**src/rtl/mult_ctrl_if.sv**
```systemverilog
// mult_ctrl_if: handshake bundle between the lab top level/datapath and the multiplier sequencer
// master: drives start, abort, b_lsb; observes load, add, sft, busy, done, iter
// slave : the sequencer, the reverse direction
interface mult_ctrl_if #(parameter int CW = 3);
  logic start;
  logic abort;
  logic b_lsb;
  logic load;
  logic add;
  logic sft;
  logic busy;
  logic done;
  logic [CW-1:0] iter;
  modport master (output start, abort, b_lsb, input load, add, sft, busy, done, iter);
  modport slave (input start, abort, b_lsb, output load, add, sft, busy, done, iter);
endinterface

```
**src/rtl/mult_ctrl.sv**
```systemverilog
// mult_ctrl: Moore sequencer driving load/add/sft strobes of a shift-add multiplier datapath
// clk, rst : rising-edge clock, asynchronous active-high reset
// bus      : start/abort requests and multiplier LSB in; load/add/sft/busy/done strobes and iter out
module mult_ctrl #(
  parameter int WIDTH = 4,
  parameter int CW = 3
) (
  input logic clk,
  input logic rst,
  mult_ctrl_if.slave bus
);
  typedef enum logic [2:0] {IDLE, LOAD, TEST, ADD, SHIFT, DONE} state_t;
  localparam logic [CW-1:0] LAST = CW'(WIDTH - 1);
  state_t state_q, state_d;
  logic [CW-1:0] iter_q, iter_d;
  logic load_q, add_q, sft_q, busy_q, done_q;
  always_comb begin
    state_d = state_q;
    iter_d = iter_q;
    unique case (state_q)
      IDLE: state_d = bus.start && !bus.abort ? LOAD : IDLE;
      LOAD: begin
        state_d = TEST;
        iter_d = '0;
      end
      TEST: state_d = bus.b_lsb ? ADD : SHIFT;
      ADD: state_d = SHIFT;
      SHIFT: begin
        state_d = iter_q == LAST ? DONE : TEST;
        iter_d = iter_q == LAST ? iter_q : iter_q + 1'b1;
      end
      DONE: state_d = IDLE;
      default: state_d = IDLE;
    endcase
    if (bus.abort && state_q != IDLE) begin
      state_d = IDLE;
      iter_d = '0;
    end
  end
  // strobes are registered from the next state so they line up with state_q without decode glitches
  always_ff @(posedge clk or posedge rst) begin
    if (rst) begin
      state_q <= IDLE;
      iter_q <= '0;
      load_q <= 1'b0;
      add_q <= 1'b0;
      sft_q <= 1'b0;
      busy_q <= 1'b0;
      done_q <= 1'b0;
    end else begin
      state_q <= state_d;
      iter_q <= iter_d;
      load_q <= state_d == LOAD;
      add_q <= state_d == ADD;
      sft_q <= state_d == SHIFT;
      busy_q <= state_d != IDLE;
      done_q <= state_d == DONE;
    end
  end
  assign bus.load = load_q;
  assign bus.add = add_q;
  assign bus.sft = sft_q;
  assign bus.busy = busy_q;
  assign bus.done = done_q;
  assign bus.iter = iter_q;
endmodule

```
**src/flat_wrapper.sv**
```systemverilog
// flat-port wrapper written by rule: the top's interface ports become plain ports
module mult_ctrl_flat 
#(
  parameter int WIDTH = 4,
  parameter int CW = 3
)
  (clk, rst, bus_start, bus_abort, bus_b_lsb, bus_load, bus_add, bus_sft, bus_busy, bus_done, bus_iter);
  mult_ctrl_if #(.CW(CW)) bus_i ();
  input logic clk;
  input logic rst;
  input wire logic [$bits(bus_i.start)-1:0] bus_start;
  input wire logic [$bits(bus_i.abort)-1:0] bus_abort;
  input wire logic [$bits(bus_i.b_lsb)-1:0] bus_b_lsb;
  output wire logic [$bits(bus_i.load)-1:0] bus_load;
  output wire logic [$bits(bus_i.add)-1:0] bus_add;
  output wire logic [$bits(bus_i.sft)-1:0] bus_sft;
  output wire logic [$bits(bus_i.busy)-1:0] bus_busy;
  output wire logic [$bits(bus_i.done)-1:0] bus_done;
  output wire logic [$bits(bus_i.iter)-1:0] bus_iter;
  assign bus_i.start = bus_start;
  assign bus_i.abort = bus_abort;
  assign bus_i.b_lsb = bus_b_lsb;
  assign bus_load = bus_i.load;
  assign bus_add = bus_i.add;
  assign bus_sft = bus_i.sft;
  assign bus_busy = bus_i.busy;
  assign bus_done = bus_i.done;
  assign bus_iter = bus_i.iter;
  mult_ctrl #(.WIDTH(WIDTH), .CW(CW)) u_core (.clk(clk), .rst(rst), .bus(bus_i));
endmodule
```
**config.mk**
```make
export PLATFORM = sky130hd
export DESIGN_NAME = mult_ctrl_flat
export DESIGN_NICKNAME = d
export VERILOG_FILES = /design/src/rtl/mult_ctrl_if.sv /design/src/rtl/mult_ctrl.sv /design/src/flat_wrapper.sv
export SDC_FILE = /design/constraint.sdc
export NUM_CORES = 1
export LEC_CHECK = 0
export ABC_CLOCK_PERIOD_IN_PS = 2800
export BUFFER_PORTS_ARGS = -buffer_cell sky130_fd_sc_hd__buf_2
export CAP_MARGIN = 20
export CORE_AREA = 4 4 41 43
export DETAILED_ROUTE_END_ITERATION = 12
export DIE_AREA = 0 0 45 47
export PLACE_DENSITY = 0.67
export SYNTH_ARGS = -nofsm -noshare
export SYNTH_HDL_FRONTEND = slang
export SYNTH_SLANG_ARGS = --single-unit
```
**constraint.sdc**
```tcl
create_clock -name clk -period 2.8 [get_ports clk]
set_input_delay 0.42 -clock clk [delete_from_list [all_inputs] [get_ports clk]]
set_output_delay 0.42 -clock clk [all_outputs]
set_load 0.05 [all_outputs]
```
# Word-level counts from Yosys, hierarchy flattened
# Index checks and enable logic that the tools add are counted.
[classes]
addsub = 1
n_eq_ne = 10
muxes = 8
n_reduce_logical = 8
[ops]
columns = ["operator", "count"]
rows = [
  ["two-way mux 3 bit", 5],
  ["one-hot mux 3 bit (5 select lines)", 1],
  ["== test 3 x 2 -> 1 bit, second input constant", 4],
  ["== test 3 bit, second input constant", 3],
  ["nonzero test 3 bit", 3],
  ["== test 3 x 1 -> 1 bit, second input constant", 2],
  ["one-hot mux 3 bit (2 select lines)", 1],
  ["adder 3 x 1 -> 3 bit, second input constant", 1],
  ["logical NOT 3 bit", 1],
  ["inequality test 3 bit, second input constant", 1],
  ["logical AND 1 bit", 2],
  ["AND reduction 2 bit", 1],
  ["logical NOT 1 bit", 1],
  ["two-way mux 1 bit", 1],
]
[totals]
register_bits = 11
input_bits = 5
output_inout_bits = 8

# Logic depth before layout (Yosys ltp)
[depth]
ltp_word = 6
depth_mapped = 5

# Least setup slack after synthesis
# Ideal clock, no wire load.
[synth_timing]
path_kind = "register to register"
startpoint = "reg u_core.iter_q[0] (netlist: u_core.bus.iter[0])"
endpoint = "reg u_core.sft_q (netlist: u_core.bus.sft)"
setup_time_ps = 147
t_arrival_ps = 1840
required_time_ps = 2653
slack_ps = 812
stages_incl_launch_ff = 6
n_path_buf = 0
synth_period_minus_slack_ps = 1988
path_cell_list = "dfrtp_1 > ha_1 > ha_1 > or4b_4 > a31oi_4 > a2111oi_0"
[synth_via]
elab_chain_len = 5
[synth_lines]
columns = ["element", "line", "source"]
rows = [
  ["start, declared", "mult_ctrl.sv:15", "logic [CW-1:0] iter_q, iter_d;"],
  ["start signal, assigned", "mult_ctrl.sv:52", "iter_q <= iter_d;"],
  ["== test 3 x 2 -> 1 bit", "mult_ctrl.sv:29", "state_d = iter_q == LAST ? DONE : TEST;"],
  ["two-way mux 3 bit", "mult_ctrl.sv:29", ""],
  ["one-hot mux 3 bit (5 select lines)", "mult_ctrl.sv:20", "unique case (state_q)"],
  ["two-way mux 3 bit", "mult_ctrl.sv:35", "if (bus.abort && state_q != IDLE) begin"],
  ["net u_core.state_d[1]", "mult_ctrl.sv:14", "state_t state_q, state_d;"],
  ["== test 3 bit", "mult_ctrl.sv:55", "sft_q <= state_d == SHIFT;"],
  ["end signal, assigned", "mult_ctrl.sv:47", "sft_q <= 1'b0;"],
  ["end signal, assigned", "mult_ctrl.sv:55", ""],
  ["end, declared", "mult_ctrl.sv:16", "logic load_q, add_q, sft_q, busy_q, done_q;"],
]
# The timed path passes the listed nets, and every way through them passes these cells.
# A chain may end at the register's enable or synchronous reset.

# Worst setup path after layout
# Ends and elaborated chain as after synthesis.

==> metrics.txt <==
residual overflow from global routing=0; Post CTS Setup Buffer Count=0; number of standard cells in the final layout excluding fillers=79; RSZ-0062 raised after global routing=no; global-route wire length before repair=~1.9 mm; Std-Cell Core Area=1300 µm²; Routed Antenna Nets=0; number of detailed-route iterations in the first pass=4; TritonCTS clock tree=yes; instance count of the mapped netlist=51; vias in the first global route=438; portion of the clock cycle consumed by the worst path in the final layout=between 60% and 70%; clk sinks=11; Setup-failing EPs final=0; most instantiated cells after synthesis=11 x dfrtp_1, 4 x and2_1, 3 x a41o_1, 3 x inv_1; Hold Violations, Final=0; Startpoint Class=flop; LEAKAGE=about 0.35 nW; Setup Skew=0.00248 ns; status=completed; predominant post-synthesis flop cell=dfrtp_1; Starting Density=between 40% and 50%; clock insertion delay at the later pin of the skew report=0.26 ns; highest clock rate=0.544 GHz; largest cells by area after synthesis=dfrtp_1 45%, a41o_1 4.9%, and2_1 4.1%, ha_1 4.1%, buf_6 3.7%; Max VDD drop=about 310 µV; die outline width=45 µm; average wire length per cell after detail routing=14.6 µm; GP Congestion=0.805; category of the most critical setup path=flop to flop; Flop pwr share=44.2%; setup TNS after final layout=0 ns; fraction of layout cells with a size suffix above 1=32.8%; most used standard cell by instance count after synthesis=dfrtp_1; area fraction of the dominant cell type after synthesis=45.1%; I/O Buffers=12; Mapped Area=between 600 and 700 µm²; Nets=72; placed cells=75; half-perimeter wire length of the detailed placement result=850 µm; Yosys reg bits=11; Top-Level Pins=13; Worst EP required=a little under 3 ns; transition time at the pin with the least slew margin=0.487 ns; number of distinct library cells after synthesis=29; endpoint type of the worst setup path=flop; fraction of power spent switching nets=38.6%; total power per unit cell area=717 nW/µm²; total number of vias=450; final max-slew violation count=0; routed wl met2=roughly 550 µm; max-slew headroom at the worst pin=67.1%; Total Wirelength=1.15 mm; relative area change from synthesis to final layout=12.3%; height of the chip=47 µm; initial detailed-routing violation count=8; cell type with the highest aggregate area in the netlist=dfrtp_1; arrival time of the worst setup path=1.96 ns; drc violations=0; number of cell rows=13; hold buffers post-CTS=0; clock slew at reported path FFs=0.07 ns; worst min path class=primary input to async pin; largest net degree at the start of global routing=14; PostCTS Resize Cnt=0; clock tree root driver cell=clkbuf_4; Global Route Usage Sum=12.7%; length of routed wiring on met1=498 µm; min Tclk post-route=approximately 1.8 ns; proportion of synthesized chip area in sequential cells=between 40% and 50%; share of synthesized flip-flops with an asynchronous set or reset=100%; number of synthesized flops with an enable pin=0; largest fanout on the critical path=8; number of vias per cell=5.70; combinational fraction of design power=34.4%; proportion of power drawn by the clock network=21.4%; highest metal used=met3; number of antenna violations at the first check in global routing=0; DIE AREA=2120 µm²; nets in the synthesized netlist=58; antenna diode instance count=0; total met3 wirelength after detailed routing=104 µm; internal power of the cells=0.302 mW; YS warnings=0; Post-Synthesis Mean Instance Area=12.0 µm²; Psw=approximately 0.19 mW; worst hold slack across all endpoints=0.130 ns; maximum root-to-sink buffer count=2; count of max-cap constraint violations=0; level count of the clock H-tree=1; cts bufs inserted=3
-- metrics by stage --
step	instance area, µm²	power [mW]	util [%]	setup WS [ns]
after global routing	686	0.524	52.7	0.882
after global placement	659	0.388	50.7	1.04
after CTS	686	0.502	52.7	0.957
after detailed placement	659	0.390	50.7	0.977
final	686	0.492	52.7	0.962
after floorplan	611	0.361	-	0.812
-- power by group through the flow --
stage	logic, mW	clock network, mW	registers [mW]
finish	0.169	0.105	0.217
global route	0.181	0.121	0.222
CTS	0.171	0.114	0.217
detailed placement	0.171	0	0.219
global placement	0.169	0	0.219
floorplan	0.102	0	0.259
-- path summary, 6_finish.rpt --
path / start / end / slack [ns] / cells past startpoint
worst max-delay path: u_core.bus.iter[0] / u_core.bus.sft / 0.96 / 5
worst max register to register: u_core.bus.iter[0] / u_core.bus.sft / 0.96 / 5
worst min register to register: u_core.bus.iter[1] / u_core.bus.iter[1] / 0.55 / 1
max in group asynchronous: rst / u_core.bus.busy / 2.38 / 2
min in group clk: bus_abort / u_core.state_q[2] / 0.45 / 2
worst min-delay path: rst / u_core.bus.done / 0.13 / 2
-- worst max-delay path, cell delays in order (launching register included) --
cell and delay (ns):
dfrtp_1 0.41, ha_1 0.21, ha_1 0.26, or4b_4 0.52, a31oi_4 0.20, a2111oi_0 0.09
-- sequential cells by signal (all words and copies together), names as in the netlist --
| register | cells |
|---|---|
| u_core.bus.add | 1 |
| u_core.bus.busy | 1 |
| u_core.bus.done | 1 |
| u_core.bus.iter | 3 |
| u_core.bus.load | 1 |
| u_core.bus.sft | 1 |
| u_core.state_q | 3 |
-- layout by cell type, fill, tap and decap left out --
cell       count
o22a_1         1
nor2b_1        1
and2_1         4
inv_1          3
nand4bb_2      1
a221oi_2       1
nor3b_1        2
a2111oi_0      1
o21ai_0        2
a221o_2        1
clkbuf_1       1
or3b_1         1
nor2_1         1
or2b_1         1
clkbuf_4       3
buf_2         12
o22ai_1        1
a21oi_1        1
dfrtp_1       11
nor4b_1        1
a31oi_4        1
nand3b_1       1
or3b_4         1
nand2b_1       1
nand2_1        1
a41o_1         3
ha_1           2
nor3_1         2
or4b_4         1
and3b_1        1
-- cell families (layout without fill, tap and decap cells) --
| group | after synthesis | count (layout) | synth area share, % |
|---|---|---|---|
| adder cells (fa/ha/maj) | 2 | 2 | 4.10 |
| AO/OA/AOI/OAI | 12 | 12 | 19.1 |
| AND/OR/NAND/NOR | 20 | 20 | 25.0 |
| buffers and inverters | 6 | 19 | 6.76 |
| flip-flops | 11 | 11 | 45.1 |
-- cell type report --
class                      instances  area (µm²)
fill                             120         616
multi-input combinational         34         294
sequential                        11         275
timing repair buffer              12        60.1
clock buffer                       4        26.3
tap                               15        18.8
inverter                           3        11.3
-- routing by layer --
metal  track usage [%]  vias up
met5                 0        -
met1              15.4      219
met2              20.9       14
met4              1.75        0
li1                  -      217
met3              6.13        0
No activity file was read; power rests on OpenSTA's default activity.
